==> src/rtl/mem_arbiter.sv <==
// mem_arbiter: access sequencer and two-port arbiter for the unified memory
// of the multicycle CPU.
//
// Every access follows the same sequence:
//   IDLE -> BUSY (MEM_LAT cycles) -> RESP (one cycle) -> IDLE.
// The winning port's request is captured when the access is granted in IDLE.
// The memory strobes are high only while the FSM is in BUSY. The read data is
// captured at the edge that leaves BUSY. A one-cycle done pulse goes to the
// served port during RESP.
//
// Optional feature: define MEM_ARB_STARVE_GUARD_EN to build the DMA
// starvation guard. When it is undefined the CPU has strict priority.
//
// Parameters
//   ADDR_W     address width
//   DATA_W     data width
//   MEM_LAT    number of memory access cycles (>= 1)
//   STARVE_MAX consecutive contested CPU grants tolerated before DMA is
//              forced through (1..7; only used with the guard built)
//
// Ports
//   clk        rising-edge clock
//   reset      asynchronous, active-low reset
//   cpu_*      CPU request port (req/we/addr/wdata)
//   dma_*      DMA request port (req/we/addr/wdata)
//   mem_rdata  memory read data, valid in the last access cycle
//   mem_read   memory read strobe (registered)
//   mem_write  memory write strobe (registered)
//   mem_addr   memory address (registered)
//   mem_wdata  memory write data (registered)
//   cpu_done   one-cycle completion pulse for the CPU port (registered)
//   dma_done   one-cycle completion pulse for the DMA port (registered)
//   rdata      captured read data, valid while a done pulse is high
//   cpu_stall  cpu_req & ~cpu_done (combinational)

module mem_arbiter #(
  parameter int ADDR_W     = 8,
  parameter int DATA_W     = 16,
  parameter int MEM_LAT    = 2,
  parameter int STARVE_MAX = 4
) (
  input  logic              clk,
  input  logic              reset,
  input  logic              cpu_req,
  input  logic              cpu_we,
  input  logic [ADDR_W-1:0] cpu_addr,
  input  logic [DATA_W-1:0] cpu_wdata,
  input  logic              dma_req,
  input  logic              dma_we,
  input  logic [ADDR_W-1:0] dma_addr,
  input  logic [DATA_W-1:0] dma_wdata,
  input  logic [DATA_W-1:0] mem_rdata,
  output logic              mem_read,
  output logic              mem_write,
  output logic [ADDR_W-1:0] mem_addr,
  output logic [DATA_W-1:0] mem_wdata,
  output logic              cpu_done,
  output logic              dma_done,
  output logic [DATA_W-1:0] rdata,
  output logic              cpu_stall
);

  // A width of at least one bit is kept even when MEM_LAT is 1.
  localparam int LAT_W = (MEM_LAT > 1) ? $clog2(MEM_LAT) : 1;
  localparam logic [LAT_W-1:0] LAT_LOAD = LAT_W'(MEM_LAT - 1);
  localparam logic [LAT_W-1:0] LAT_ONE  = LAT_W'(1);
  localparam logic [LAT_W-1:0] LAT_ZERO = LAT_W'(0);

  // Stop elaboration if the parameters are out of range.
  if ((MEM_LAT < 1) || (STARVE_MAX < 1) || (STARVE_MAX > 7)) begin : g_param_check
    $error("mem_arbiter: MEM_LAT must be >= 1 and STARVE_MAX must be in 1..7");
  end

  typedef enum logic [1:0] {
    ST_IDLE = 2'd0,
    ST_BUSY = 2'd1,
    ST_RESP = 2'd2
  } state_t;

  state_t            state_r,     state_s;
  logic [LAT_W-1:0]  lat_cnt_r,   lat_cnt_s;
  logic              dma_sel_r,   dma_sel_s;     // latched winner, 1 = DMA
  logic              we_r,        we_s;
  logic [ADDR_W-1:0] addr_r,      addr_s;
  logic [DATA_W-1:0] wdata_r,     wdata_s;
  logic [DATA_W-1:0] rdata_r,     rdata_s;
  logic              mem_read_r,  mem_read_s;
  logic              mem_write_r, mem_write_s;
  logic              cpu_done_r,  cpu_done_s;
  logic              dma_done_r,  dma_done_s;
  logic              grant_s;
  logic              dma_win_s;

  // A grant happens in IDLE whenever either port requests.
  assign grant_s = (state_r == ST_IDLE) && (cpu_req || dma_req);

`ifdef MEM_ARB_STARVE_GUARD_EN
  localparam logic [2:0] STARVE_LIM = 3'(STARVE_MAX);

  logic [2:0] starve_cnt_r, starve_cnt_s;

  // Arbitration decision: CPU first, unless DMA has waited STARVE_MAX grants.
  always_comb begin
    dma_win_s = dma_req && (!cpu_req || (starve_cnt_r == STARVE_LIM));
  end

  // Count CPU grants taken while DMA was waiting. Saturate at STARVE_LIM.
  always_comb begin
    starve_cnt_s = starve_cnt_r;
    if (grant_s) begin
      if (dma_win_s || !dma_req) begin
        starve_cnt_s = 3'd0;
      end else if (starve_cnt_r != STARVE_LIM) begin
        starve_cnt_s = starve_cnt_r + 3'd1;
      end else begin
        starve_cnt_s = starve_cnt_r;
      end
    end else begin
      starve_cnt_s = starve_cnt_r;
    end
  end

  // Starvation counter register.
  always_ff @(posedge clk or negedge reset) begin
    if (!reset) begin
      starve_cnt_r <= 3'd0;
    end else begin
      starve_cnt_r <= starve_cnt_s;
    end
  end
`else
  // Arbitration decision: strict CPU priority.
  always_comb begin
    dma_win_s = dma_req && !cpu_req;
  end
`endif

  // Next-state and next-output logic for the access sequencer.
  always_comb begin
    state_s     = state_r;
    lat_cnt_s   = lat_cnt_r;
    dma_sel_s   = dma_sel_r;
    we_s        = we_r;
    addr_s      = addr_r;
    wdata_s     = wdata_r;
    rdata_s     = rdata_r;
    mem_read_s  = 1'b0;
    mem_write_s = 1'b0;
    cpu_done_s  = 1'b0;
    dma_done_s  = 1'b0;

    case (state_r)
      ST_IDLE: begin
        if (grant_s) begin
          state_s   = ST_BUSY;
          lat_cnt_s = LAT_LOAD;
          dma_sel_s = dma_win_s;
          if (dma_win_s) begin
            we_s    = dma_we;
            addr_s  = dma_addr;
            wdata_s = dma_wdata;
          end else begin
            we_s    = cpu_we;
            addr_s  = cpu_addr;
            wdata_s = cpu_wdata;
          end
          // The strobes are registered, so they rise with the first BUSY cycle.
          mem_read_s  = !we_s;
          mem_write_s = we_s;
        end else begin
          state_s = ST_IDLE;
        end
      end

      ST_BUSY: begin
        if (lat_cnt_r == LAT_ZERO) begin
          // Last access cycle: mem_rdata is valid now.
          state_s = ST_RESP;
          if (!we_r) begin
            rdata_s = mem_rdata;
          end else begin
            rdata_s = rdata_r;
          end
          cpu_done_s = !dma_sel_r;
          dma_done_s = dma_sel_r;
        end else begin
          lat_cnt_s   = lat_cnt_r - LAT_ONE;
          mem_read_s  = !we_r;
          mem_write_s = we_r;
        end
      end

      // Mandatory turnaround cycle. Request inputs are ignored here.
      ST_RESP: begin
        state_s = ST_IDLE;
      end

      default: begin
        state_s = ST_IDLE;
      end
    endcase
  end

  // FSM state and registered-output update.
  always_ff @(posedge clk or negedge reset) begin
    if (!reset) begin
      state_r     <= ST_IDLE;
      lat_cnt_r   <= LAT_ZERO;
      dma_sel_r   <= 1'b0;
      we_r        <= 1'b0;
      addr_r      <= {ADDR_W{1'b0}};
      wdata_r     <= {DATA_W{1'b0}};
      rdata_r     <= {DATA_W{1'b0}};
      mem_read_r  <= 1'b0;
      mem_write_r <= 1'b0;
      cpu_done_r  <= 1'b0;
      dma_done_r  <= 1'b0;
    end else begin
      state_r     <= state_s;
      lat_cnt_r   <= lat_cnt_s;
      dma_sel_r   <= dma_sel_s;
      we_r        <= we_s;
      addr_r      <= addr_s;
      wdata_r     <= wdata_s;
      rdata_r     <= rdata_s;
      mem_read_r  <= mem_read_s;
      mem_write_r <= mem_write_s;
      cpu_done_r  <= cpu_done_s;
      dma_done_r  <= dma_done_s;
    end
  end

  assign mem_read  = mem_read_r;
  assign mem_write = mem_write_r;
  assign mem_addr  = addr_r;
  assign mem_wdata = wdata_r;
  assign cpu_done  = cpu_done_r;
  assign dma_done  = dma_done_r;
  assign rdata     = rdata_r;
  assign cpu_stall = cpu_req && !cpu_done_r;

endmodule

==> config.mk <==
export PLATFORM = sky130hd
export DESIGN_NAME = mem_arbiter
export DESIGN_NICKNAME = d
export VERILOG_FILES = /design/src/rtl/mem_arbiter.sv
export SDC_FILE = /design/constraint.sdc
export NUM_CORES = 1
export LEC_CHECK = 0
export ABC_AREA = 1
export CELL_PAD_IN_SITES_DETAIL_PLACEMENT = 0
export CELL_PAD_IN_SITES_GLOBAL_PLACEMENT = 1
export CORE_MARGIN = 2
export CORE_UTILIZATION = 28
export DETAILED_ROUTE_END_ITERATION = 6
export PLACE_DENSITY_LB_ADDON = 0.1
export SLEW_MARGIN = 20
export SYNTH_ARGS = -nofsm -noshare
export SYNTH_HDL_FRONTEND = slang
export SYNTH_SLANG_ARGS = --single-unit
==> constraint.sdc <==
create_clock -name clk -period 1.42 [get_ports clk]
set_clock_uncertainty 0.05 [all_clocks]
set_input_delay 0.142 -clock clk [delete_from_list [all_inputs] [get_ports clk]]
set_output_delay 0.142 -clock clk [all_outputs]
set_load 0.01 [all_outputs]
==> impl_results.md <==
- Status: finished, final reports clean
- Proportion of layout cells with a drive suffix above 1: 9.198%
- P_int: 4.192 mW
- Slowest-stage cell, CP: clkdlybuf4s50_1
- Total power: 6.819 mW
- Unrepaired setup endpoints after global routing: no
- Initial Util: 28.62%
- Post-Syn Nets: 366
- CP Data Arrival Time: 1.18 ns
- Via count: 2233
- Max-slew violation count: 0
- Gr busiest metal: met2
- Core box area: 8175 um2
- Post-synthesis sequential area ratio: 52.41%
- TritonCTS clock tree: done
- Post-synth EDFFs: 0
- Detailed Route Iter0 Violations: 87
- Max Cap Viol: 0
- First-pass GRT wire length: 10350 um
- P&R area growth vs syn: 64.49%
- Ys Warns: 0
- Sw frac: 38.52%
- Footprint of the multi-input gates: 948.4 um2
- Clk_lat worst skew: 0.30 ns
- Req. time, crit path: 1.23 ns
- Grt met3 use: 3.715%
- Detailed Place HPWL: 4839 um
- Crit path largest cell delay: 0.55 ns
- Syn Area/Cell: 7.905 um2
- Met2 usage: 24.53%
- Hold/Removal Path Class: primary input to async pin
- Final instance area: 3849 um2
- Synth Cell Area: 2340 um2
- Final hold violations: 0
- Combinational power share: 51.7%
- Grt met1 use: 18.47%
- Crit path cell chain: clkdlybuf4s50_1
- Antenna diode count: 0
- Largest vdd supply drop: 524.0 uV
- Placement-stage cell area: 3675 um2
- Crit path max-delay family: buffers and inverters
- Total gr overflow: 0
- P_leak: 2.284 nW
- Startpoint types: flip-flop
- Net Switching: 2.627 mW
- Die X: 95.41 um
- Reg power frac: 35.5%
- Bufs and invs on worst path: 1
- Synth Instances: 296
- Worst rel slew slack: 74.78%
- Num CTS Buffers: 5
- Drt total wl: 6432 um
- Vias in the first global route: 2185
- Gp weighted congestion: 0.7590
- R2R Setup Slk: 0.15 ns
- Measured slew at the worst slew-check pin: 0.3782 ns
- Clk buf depth: 2
- # fillers: 838
- Commonest cells post-synth: nand2_1 (163), dfrtp_1 (49), nand3_1 (43)
- Yosys top cell area share: 52.41%
- Distinct cells, synth: 18
- Max Fclk: 727.4 MHz
- Largest net degree at the start of global routing: 20
- Top_reg_cell synth: dfrtp_1
- Clock power frac: 12.8%
- Nets@finish: 493
- Vias/cell: 4.221
- CTS H-tree lvls: 2
- Most common cell in the netlist: nand2_1
- Port Buffers: 114
- CP Class: flip-flop to output pin
- Die height: 95.41 um
- Crit end category: output pin
- Clk sinks: 49
- I/O pin cnt: 115
- FF+latch count, synth: 49
- Final worst path period share: 96.81%
- Ranking of synthesized cells by area: dfrtp_1 (52%), nand2_1 (26%), nand3_1 (9.2%)
- WL per Instance: 12.16 um
- Post-CTS Setup Bufs: 0
- Post-route DRC: 0
- Register area: 1226 um2
- ANT nets after route: 0
- Final setup viols: 0
- Pre-CTS setup slack: -0.09220 ns
- Leading area contributor after synthesis: dfrtp_1
- Fin crit period: 1.375 ns
- Global-route usage over all layers: 14.58%
- Final worst setup slack: 0.04528 ns
- Worst-path clk slew: 0.10 ns
- Rows: 33
- 1st-pass router iterations: 4
- Crit Path Max Fanout: 1
- PwrDens: 1772 nW/um2
- Initial antenna violation count: 0
- Asr flop ratio synth: 100.0%
- Root Buffer: clkbuf_8
- Total die area: 9103 um2
-- cells by family after synthesis --
| group | after synthesis | synth area share, % |
|---|---|---|
| AOI/OAI and AO/OA | 4 | 1.336 |
| buffers and inverters | 24 | 7.273 |
| DFF | 49 | 52.41 |
| and+or+nand+nor | 219 | 38.98 |
-- power by group through the flow --
stage / clock network, mW / logic, mW / registers [mW]
after detailed placement: 0 / 3.79 / 2.47
after global routing: 0.968 / 3.98 / 2.50
final: 0.873 / 3.53 / 2.42
after floorplan: 0 / 1.47 / 2.73
after global placement: 0 / 3.77 / 2.46
after CTS: 0.921 / 3.70 / 2.45
-- registers in the layout, summed over array words and instances, names as in the netlist --
signal / count
rdata: 16
state_r: 2
mem_read: 1
cpu_done: 1
mem_addr: 8
we_r: 1
mem_wdata: 16
lat_cnt_r: 1
dma_sel_r: 1
mem_write: 1
dma_done: 1
-- cells in the final DEF (no fill, tap or decap) --
master	n
nor2_4	1
buf_4	17
dfrtp_1	49
nor2_1	5
clkbuf_8	5
o21ai_1	1
inv_1	6
dlygate4sd3_1	1
clkdlybuf4s50_1	71
nand3_1	43
o21ai_0	1
dlymetal6s2s_1	31
nand2_2	1
buf_2	1
nand2_1	163
nor3_1	2
buf_12	4
dlygate4sd2_1	11
inv_2	2
clkinvlp_4	2
inv_8	1
o21ai_4	1
nor2_8	1
nor2_2	2
nand2_4	1
a21oi_1	1
-- stage by stage --
step	util [%]	setup TNS, ns	instances	hold slack [ns]
after detailed placement	44.95	-1.388	520	0.02552
final	47.08	0	529	0.2347
after floorplan	-	0	296	-0.2036
after global routing	47.08	0	529	0.2819
after global placement	44.95	-1.312	520	0.03007
after CTS	46.07	0	529	0.2452
-- worst register-to-register path, stage by stage (launching register included) --
cell and delay (ns):
dfrtp_1 0.40, nor2_2 0.20, inv_1 0.14, nor2_8 0.17, buf_12 0.15, nand2_1 0.06
nand2_1 0.05
-- per-layer routing --
layer	part of all wire, %	wire length (um)
met1	44	2848
met3	6.8	438
met4	1.2	76
met2	48	3068
met5	0	0
-- final cells by class --
class                           count  area share, %
Sequential cell                    49          31.86
Inverter                            8         0.7802
Timing Repair Buffer              136          36.83
Tap cell                          105          3.414
Clock inverter                      3         0.6827
Multi-Input combinational cell    223          24.64
Clock buffer                        5          1.788
-- final timing paths --
kind / startpoint / endpoint / cells after the start
worst max-delay path: mem_read / mem_read / 1
worst min-delay path: reset / mem_wdata[9] / 2
worst max register to register: state_r[0] / mem_wdata[1] / 6
worst min register to register: dma_sel_r / cpu_done / 1
max in group asynchronous: reset / mem_addr[0] / 3
min in group clk: mem_rdata[15] / rdata[15] / 3
-- timing repair --
action,4_1_cts,5_1_grt
hold endpoints to repair,13,0
endpoints found under the setup margin,11,39
hold buffers,1,0
resized for setup,11,32
No activity file was read; power rests on OpenSTA's default activity.
